## config.mk

```make
export PLATFORM = sky130hd
export DESIGN_NAME = seq_controller
export DESIGN_NICKNAME = d
export VERILOG_FILES = /design/src/rtl/seq_controller.sv
export SDC_FILE = /design/constraint.sdc
export NUM_CORES = 1
export LEC_CHECK = 0
export CAP_MARGIN = 15
export CORE_MARGIN = 4
export CORE_UTILIZATION = 30
export CTS_BUF_LIST = sky130_fd_sc_hd__clkbuf_4 sky130_fd_sc_hd__clkbuf_8 sky130_fd_sc_hd__clkbuf_16
export DETAILED_ROUTE_END_ITERATION = 12
export GPL_TIMING_DRIVEN = 0
export SETUP_SLACK_MARGIN = 0.5
export SLEW_MARGIN = 25
export SYNTH_ARGS = -nofsm -noshare
export SYNTH_HDL_FRONTEND = slang
export SYNTH_SLANG_ARGS = --single-unit
```

## constraint.sdc

```tcl
create_clock -name clk -period 1.8 [get_ports clk]
set_input_delay 0.36 -clock clk [delete_from_list [all_inputs] [get_ports clk]]
set_output_delay 0.36 -clock clk [all_outputs]
set_load 0.05 [all_outputs]
```

## src/rtl/seq_controller.sv

```systemverilog
// rtl/seq_controller.sv - instruction decode and sequencing controller
//
// Purpose: decodes one instruction per cycle into a registered control bundle.
// Loads and stores hold the pipeline in MEM until the data memory acks or times out.
// WFI parks the core until an enabled interrupt line wakes it.
//
// Ports:
//   clk, rst                   clock, synchronous active-high reset
//   inst_valid                 opcode/funct3/funct7 carry an instruction this cycle
//   opcode, funct3, funct7     instruction fields
//   dmem_ack                   data memory completes the outstanding access
//   irq, irq_mask              wake requests and per-line enables
//   reg_w_en .. csr_w_en, ret  registered control bundle
//   ctrl_valid, stall,         registered status
//   dmem_req, illegal,
//   bus_err, wake, state       (state: 00 RUN, 01 MEM, 10 WFI)
module seq_controller #(
  parameter int unsigned NUM_IRQ    = 4,
  parameter int unsigned TIMEOUT_W  = 8,
  parameter int unsigned ENABLE_WFI = 1
) (
  input  logic               clk,
  input  logic               rst,
  input  logic               inst_valid,
  input  logic [6:0]         opcode,
  input  logic [2:0]         funct3,
  input  logic [6:0]         funct7,
  input  logic               dmem_ack,
  input  logic [NUM_IRQ-1:0] irq,
  input  logic [NUM_IRQ-1:0] irq_mask,
  output logic               reg_w_en,
  output logic               dmem_w_en,
  output logic               store_load_sel,
  output logic [1:0]         reg_w_sel,
  output logic               rs2_imm_sel,
  output logic [1:0]         imm_sel,
  output logic               rs1_pc_sel,
  output logic               jump_en,
  output logic               branch_en,
  output logic               csr_w_en,
  output logic               ret,
  output logic               ctrl_valid,
  output logic               stall,
  output logic               dmem_req,
  output logic               illegal,
  output logic               bus_err,
  output logic               wake,
  output logic [1:0]         state
);

  typedef enum logic [1:0] {
    S_RUN = 2'b00,
    S_MEM = 2'b01,
    S_WFI = 2'b10
  } state_t;

  localparam logic [6:0] OP_LOAD   = 7'b0000011;
  localparam logic [6:0] OP_STORE  = 7'b0100011;
  localparam logic [6:0] OP_OP     = 7'b0110011;
  localparam logic [6:0] OP_OPIMM  = 7'b0010011;
  localparam logic [6:0] OP_BRANCH = 7'b1100011;
  localparam logic [6:0] OP_LUI    = 7'b0110111;
  localparam logic [6:0] OP_AUIPC  = 7'b0010111;
  localparam logic [6:0] OP_JAL    = 7'b1101111;
  localparam logic [6:0] OP_JALR   = 7'b1100111;
  localparam logic [6:0] OP_SYSTEM = 7'b1110011;
  localparam logic [6:0] F7_MRET   = 7'b0011000;
  localparam logic [6:0] F7_WFI    = 7'b0001000;

  // Bundle bit order: reg_w_en, dmem_w_en, store_load_sel, reg_w_sel[1:0],
  // rs2_imm_sel, imm_sel[1:0], rs1_pc_sel, jump_en, branch_en, csr_w_en
  localparam logic [11:0] B_LOAD   = 12'b1_0_1_00_1_01_0_0_0_0;
  localparam logic [11:0] B_STORE  = 12'b0_1_0_00_1_01_0_0_0_0;
  localparam logic [11:0] B_OP     = 12'b1_0_0_01_0_01_0_0_0_0;
  localparam logic [11:0] B_OPIMM  = 12'b1_0_0_01_1_01_0_0_0_0;
  localparam logic [11:0] B_BRANCH = 12'b0_0_0_00_0_01_0_0_1_0;
  localparam logic [11:0] B_LUI    = 12'b1_0_0_01_1_00_0_0_0_0;
  localparam logic [11:0] B_AUIPC  = 12'b1_0_0_01_1_00_1_0_0_0;
  localparam logic [11:0] B_JAL    = 12'b1_0_0_10_1_10_1_1_0_0;
  localparam logic [11:0] B_JALR   = 12'b1_0_0_10_1_01_0_1_0_0;
  localparam logic [11:0] B_CSR    = 12'b1_0_0_11_0_11_0_0_0_1;
  localparam logic [11:0] B_JUMP   = 12'b0_0_0_00_0_00_0_1_0_0;
  localparam logic [11:0] B_REGW   = 12'b1_0_0_00_0_00_0_0_0_0;

  // The edge that sees this count with no ack is the (2^W-1)-th unanswered MEM cycle.
  localparam logic [TIMEOUT_W-1:0] CNT_TERM = {{(TIMEOUT_W-1){1'b1}}, 1'b0};
  localparam logic [TIMEOUT_W-1:0] CNT_ONE  = {{(TIMEOUT_W-1){1'b0}}, 1'b1};

  state_t               state_q, state_d;
  logic [TIMEOUT_W-1:0] cnt_q, cnt_d;
  logic [11:0]          bundle_q, bundle_d;
  logic                 ret_d, ctrl_valid_d, stall_d, dmem_req_d;
  logic                 illegal_d, bus_err_d, wake_d;

  always_ff @(posedge clk) begin
    if (rst) begin
      state_q    <= S_RUN;
      cnt_q      <= '0;
      bundle_q   <= '0;
      ret        <= 1'b0;
      ctrl_valid <= 1'b0;
      stall      <= 1'b0;
      dmem_req   <= 1'b0;
      illegal    <= 1'b0;
      bus_err    <= 1'b0;
      wake       <= 1'b0;
    end else begin
      state_q    <= state_d;
      cnt_q      <= cnt_d;
      bundle_q   <= bundle_d;
      ret        <= ret_d;
      ctrl_valid <= ctrl_valid_d;
      stall      <= stall_d;
      dmem_req   <= dmem_req_d;
      illegal    <= illegal_d;
      bus_err    <= bus_err_d;
      wake       <= wake_d;
    end
  end

  always_comb begin
    state_d      = state_q;
    cnt_d        = cnt_q;
    bundle_d     = '0;
    ret_d        = 1'b0;
    ctrl_valid_d = 1'b0;
    stall_d      = 1'b0;
    dmem_req_d   = 1'b0;
    illegal_d    = 1'b0;
    bus_err_d    = 1'b0;
    wake_d       = 1'b0;
    case (state_q)
      S_RUN: begin
        if (inst_valid) begin
          ctrl_valid_d = 1'b1;
          case (opcode)
            OP_LOAD, OP_STORE: begin
              // A load's register write waits for the data to return.
              bundle_d   = (opcode == OP_LOAD) ? (B_LOAD & ~B_REGW) : B_STORE;
              state_d    = S_MEM;
              cnt_d      = '0;
              stall_d    = 1'b1;
              dmem_req_d = 1'b1;
            end
            OP_OP:     bundle_d = B_OP;
            OP_OPIMM:  bundle_d = B_OPIMM;
            OP_BRANCH: bundle_d = B_BRANCH;
            OP_LUI:    bundle_d = B_LUI;
            OP_AUIPC:  bundle_d = B_AUIPC;
            OP_JAL:    bundle_d = B_JAL;
            OP_JALR:   bundle_d = B_JALR;
            OP_SYSTEM: begin
              if (funct3 != 3'b000) begin
                bundle_d = B_CSR;
              end else if (funct7 == F7_MRET) begin
                bundle_d = B_JUMP;
                ret_d    = 1'b1;
              end else if (funct7 == F7_WFI) begin
                // With WFI disabled it retires as a NOP.
                if (ENABLE_WFI != 0) begin
                  state_d      = S_WFI;
                  stall_d      = 1'b1;
                  ctrl_valid_d = 1'b0;
                end
              end else begin
                illegal_d = 1'b1;
              end
            end
            default: illegal_d = 1'b1;
          endcase
        end
      end
      S_MEM: begin
        if (dmem_ack) begin
          // Ack beats a coincident timeout; only a load produces a write-back cycle.
          state_d = S_RUN;
          if (bundle_q[9]) begin
            bundle_d     = bundle_q | B_REGW;
            ctrl_valid_d = 1'b1;
          end
        end else if (cnt_q == CNT_TERM) begin
          state_d   = S_RUN;
          bus_err_d = 1'b1;
        end else begin
          cnt_d        = cnt_q + CNT_ONE;
          bundle_d     = bundle_q;
          ctrl_valid_d = 1'b1;
          stall_d      = 1'b1;
          dmem_req_d   = 1'b1;
        end
      end
      S_WFI: begin
        // Entry is registered from RUN, so an irq already pending still costs one WFI cycle.
        if (|(irq & irq_mask)) begin
          state_d = S_RUN;
          wake_d  = 1'b1;
        end else begin
          stall_d = 1'b1;
        end
      end
      default: state_d = S_RUN;
    endcase
  end

  assign {reg_w_en, dmem_w_en, store_load_sel, reg_w_sel, rs2_imm_sel,
          imm_sel, rs1_pc_sel, jump_en, branch_en, csr_w_en} = bundle_q;
  assign state = state_q;

endmodule

```

## After elaboration in Yosys (flattened, before gate mapping)

Index checks and enable logic that the tools add are counted.

- Register bits after elaboration: 29
- Input bits: 29
- Word-level logic and storage cells: 106

- Bitwise operators: 6
- Reduce and logical (&&, ||, !) cells: 13
- Mux-type cells: 49
- Equal/unequal tests: 26
- Add/subtract/negate cells: 1

Operator list:

| kind | count |
|---|---|
| $pmux W12 S9 | 1 |
| $mux W12 | 5 |
| $mux W8 | 4 |
| $eq A7 B7 Y1 const B | 4 |
| $pmux W12 S2 | 1 |
| $eq A7 B5 Y1 const B | 3 |
| $eq A7 B6 Y1 const B | 3 |
| $mux W1 | 21 |
| $pmux W8 S2 | 1 |
| $ne A3 B3 Y1 const B | 5 |
| $mux W2 | 7 |
| $mux W11 | 1 |
| $reduce_or A9 Y1 | 1 |
| $add A8 B1 Y8 const B | 1 |
| $eq A8 B8 Y1 const B | 1 |
| $ne A2 B2 Y1 const B | 4 |
| $pmux W1 S2 | 4 |
| $eq A7 B2 Y1 const B | 1 |
| $eq A7 B4 Y1 const B | 1 |
| $reduce_and A7 Y1 | 1 |
| $pmux W2 S3 | 1 |
| $reduce_or A3 Y1 | 2 |
| $not A1 Y1 | 5 |
| $reduce_and A5 Y1 | 1 |
| other kinds (15) | 16 |

## Logic depth before layout (Yosys ltp)

- Depth after elaboration: 7
- Depth in mapped cells: 7
- Mapped depth without buffers: 6

## Worst setup path before layout

Ideal clock, no wire load.

- Path kind: reg2reg
- Start point: register state_q[0], in the netlist state[0]
- End point: register stall
- Arrival: 1.665 ns
- Stages on the path, launching flop included: 6
- Library setup time: 0.087 ns
- Setup slack: 0.048 ns
- Path through: dfxtp_1 -> nor3b_4 -> o21a_1 -> buf_2 -> a311oi_1 -> a221oi_2

- Longest elaborated chain between the ends: 2
- Elaborated cells on any way between the ends: 4

Ends and longest elaborated chain:

| what | line | source |
|---|---|---|
| start, declared | 89 | `state_t state_q, state_d;` |
| start signal, assigned | 108 | `state_q <= state_d;` |
| $eq A2 B2 Y1 (tied with other cells) | 132 | `case (state_q)` |
| $pmux W1 S3 (*) | 132 |  |
| end signal, assigned | 113 | `stall <= stall_d;` |
| end, declared | 43 | `output logic stall,` |

Every way passes the cells marked *; elsewhere a longest branch is shown, timed or not.
A chain may end at the register's enable or synchronous reset.

## Worst setup path after layout

- Start point: register state_q[1], in the netlist state[1]
- End point: register cnt_q[7]

- Longest elaborated chain between the ends: 3
- Elaborated cells on any way between the ends: 9

Ends and longest elaborated chain:

| what | line | source |
|---|---|---|
| $eq A2 B1 Y1 / $logic_not A2 Y1 (equally long branches) | 132 |  |
| $ne A2 B2 Y1 (no source line) (tied with other cells) | - |  |
| $reduce_and A5 Y1 (no source line) | - |  |
| end signal, assigned | 109 | `cnt_q <= cnt_d;` |
| end, declared | 90 | `logic [TIMEOUT_W-1:0] cnt_q, cnt_d;` |

Several ways; a longest one is shown, not always the timed one.

==> metrics.md <==
| Metric | Value |
|---|---|
| Run status | `finished, final reports clean` |
| Max stage delay on crit path | `approximately 400 ps` |
| Residual DRC count | `0` |
| Post-synth ARST share | `0%` |
| Floorplan core area | `4723 um2` |
| Number of synthesis warnings | `0` |
| Simple-gate area share of the yosys netlist | `a little under a third` |
| Setup repair after global routing missed its margin | `true` |
| IO Pins | `50` |
| Avg Cell Area, Syn | `9.013 um2` |
| Post-synthesis instance area | `between 1000 and 1500 um2` |
| Actual slew at the worst max-slew pin | `approximately 430 ps` |
| Min Hold Slack | `between 400 and 500 ps` |
| Number of buffers and inverters on the critical path | `1` |
| Aggregate negative setup slack | `0 ps` |
| Number of enable flip-flop cells after synthesis | `0` |
| Final Setup Violations | `0` |
| Routed wirelength normalized by instance count | `approximately 14 um` |
| Initial core utilization | `between 30% and 40%` |
| Combined area of the multi-input logic cells | `approximately 1100 um2` |
| GRT Util Overall | `around 15%` |
| Maximum vdd ir drop | `~250 uV` |
| Nature of the critical path endpoint | `flip-flop` |
| Area share of xor/xnor cells in the synthesized design | `approximately 2.4%` |
| Area enclosed by the die boundary | `around 6000 um2` |
| Global-route wire length before repair | `7038 um` |
| DR vias/cell | `slightly below 5` |
| Critical Setup Path Class | `flip-flop to flip-flop` |
| Synth Instances | `162` |
| Total power after layout | `0.001399 W` |
| Sequential element share of the synthesized area | `between 30% and 40%` |
| Number of detailed-routing iterations run before antenna repair | `4` |
| Hold crit path type | `primary input to flip-flop` |
| Clock transition at path regs | `approximately 60 ps` |
| Multiplexer share of the synthesized area | `0%` |
| Wire length after detailed routing | `about 4400 um` |
| Die boundary height | `between 70 and 80 um` |
| Synth-to-Final Area Change | `71.89%` |
| Routability congestion estimate | `roughly 0.82` |
| Layout cell share with drive strength beyond 1 | `between 50% and 60%` |
| Maximum number of pins on one net before global-route repair | `11` |
| Detailed router's first-iteration violation count | `a little over 60` |
| Top cell family by delay on the critical path | `simple AND/OR/NAND/NOR gates` |
| Maximum fanout count along the critical path | `6` |
| Number of routed nets with antenna violations | `0` |
| Maximum clock insertion buffer count | `2` |
| Count of standard-cell rows | `25` |
| Number of global-route vias before repair | `between 1,000 and 1,500` |
| Cell Area, Placed | `around 2100 um2` |
| Fraction of post-synthesis cell area in the top cell type by area | `approximately 40%` |
| Flip-flop and latch area | `599.3 um2` |
| Count of port buffers added during placement | `48` |
| TritonCTS Buffers | `5` |
| CP max stage cell | `or3_4` |
| Final clock period utilization by the worst path | `~84%` |
| Leakage power of the design | `about 1.0 nW` |
| Horiz. Die Dim | `77.77 um` |
| Required time reported for the critical path endpoint | `2020 ps` |
| Synth area leader | `dfxtp_1` |
| Largest family of logic cells by synthesized area | `simple AND/OR/NAND/NOR gates` |
| Number of diodes | `0` |
| Synthesized-area fraction occupied by ao, oa, aoi and oai cells | `a little over a fifth` |
| Nature of the critical path startpoint | `flip-flop` |
| Layout Nets | `276` |
| Area contributors post-synth | `dfxtp_1 40%, nand2_1 3.9%, nor2_1 3.6%` |
| Number of antenna violations at the first check in global routing | `0` |
| Pwr/cell area | `between 500 and 600 nW/um2` |
| Core utilization of the finished layout | `53.14%` |
| Slew HR | `a little under three quarters` |
| Max Fclk | `about 0.66 GHz` |
| CTS Root Buffer Type | `clkbuf_8` |
| H-tree lvl count | `2` |
| Top_reg_cell synth | `dfxtp_1` |
| Overflow left after global routing | `0` |
| Post-DP HPWL | `approximately 2800 um` |
| Clock tree from TritonCTS | `done` |
| Number of distinct library cells after synthesis | `48` |
| Post-synthesis share of cell area spent on full adders, half adders and majority gates | `under 10%` |
| Minimum period implied by the final worst setup slack | `around 1500 ps` |
| TritonCTS Sinks | `29` |
| Number of nets in the synthesized netlist | `193` |
| Cell with the most instances after synthesis | `dfxtp_1` |
| Number of vias after detailed routing | `roughly 1,500` |
| Clk_skew | `about 3 ps` |
| Post-synthesis sequential element count | `29` |
| Maxcap violations | `0` |
| Filler instances | `~440` |
| Count of final max-slew check failures | `0` |
| Data arrival time at the worst-slack endpoint | `between 1500 and 2000 ps` |
| Latest clock arrival within the worst-skew pair | `280 ps` |
| Top cell types by occurrence after synthesis | `29 x dfxtp_1, 15 x nand2_1, 14 x nor2_1` |
| Final Hold Vio Count | `0` |
| Area of all placed cells without fillers | `about 2500 um2` |
| Cell-by-cell trace of the critical path | `buf_8 -> nor3b_4 -> o211ai_2 -> or3_4 -> a21oi_2` |
[logic make-up after synthesis]
logic type      Yosys count
simple gates             68
compound gates           49
flops                    29
buf+inv                  10
xor+xnor                  4
fa+ha+maj                 2
[routing by layer]
metal | up-vias | GRT usage (%) | wire [um]
met2 | 39 | 24.74 | 2216
met4 | 0 | 6.762 | 92
met3 | 9 | 3.364 | 185
met1 | 714 | 17.73 | 1890
li1 | 775 | - | -
met5 | - | 0 | 0
[state kept, by name, indices dropped and copies added (netlist names)]
name and cells:
bundle_q 12, cnt_q 8, state 2, bus_err 1, ctrl_valid 1, dmem_req 1, illegal 1, ret 1
stall 1, wake 1
[final timing paths]
path / start / endpoint / slack, ps / cells past startpoint
setup / recovery: state[1]$_SDFFE_PP0P_ / cnt_q[7]$_SDFFE_PP0P_ / 290 / 5
hold / removal: opcode[4] / bundle_q[7]$_SDFFE_PP0P_ / 440 / 3
setup reg to reg: state[1]$_SDFFE_PP0P_ / cnt_q[7]$_SDFFE_PP0P_ / 290 / 5
hold reg to reg: bundle_q[7]$_SDFFE_PP0P_ / bundle_q[7]$_SDFFE_PP0P_ / 450 / 2
[cell usage in the layout, fill, tap and decap left out, types with 3 or more instances in the layout]
master	netlist	final
buf_2	4	26
buf_4	0	21
dfxtp_1	29	20
nand2_1	15	15
nor2_1	14	12
clkdlybuf4s50_1	0	11
buf_6	0	9
clkbuf_8	0	8
o21ai_2	0	7
o21ai_1	9	6
dfxtp_2	0	6
o21ai_0	9	5
a21oi_1	9	5
inv_1	5	4
nand3_1	8	4
a21oi_2	0	4
xor2_1	3	3
o211ai_1	3	3
nand4_1	3	3
nor3b_1	3	3
dfxtp_4	0	3
dlygate4sd2_1	0	3
clkbuf_2	0	3
[per-stage QoR]
stage,cells,setup WS [ps]
final,313,288.5
after global routing,313,208.6
after CTS,307,295.8
after detailed placement,277,-329.4
after global placement,277,-297.9
after floorplan,162,278.0
[tightest hold or removal path, cell delays in order]
cell,delay [ps]
buf_2,160
nand3_1,90
o21ai_1,70
[power by group]
group	switching [W]	internal, W	total (W)	leakage [nW]
sequential	0.00000119	0.000641	0.000642	0.240
clock	0.000246	0.000345	0.000591	0.0542
combinational	0.0000836	0.0000826	0.000166	0.717
total	0.000331	0.00107	0.00140	1.01
[final cells by class]
type | count | share of cell area, %
Buffer | 5 | 2.642
Clock buffer | 7 | 3.838
Clock inverter | 1 | 0.1994
Inverter | 5 | 0.7478
Multi-Input combinational cell | 124 | 42.77
Sequential cell | 29 | 23.88
Tap cell | 67 | 3.340
Timing Repair Buffer | 75 | 22.58
[timing repair]
action,in CTS,in global routing
pin swaps,22,28
gates cloned,2,0
resized for setup,176,38
endpoints found under the setup margin,49,29
buffers inserted,20,6
hold buffers,0,0
No activity file was read; power rests on OpenSTA's default activity.
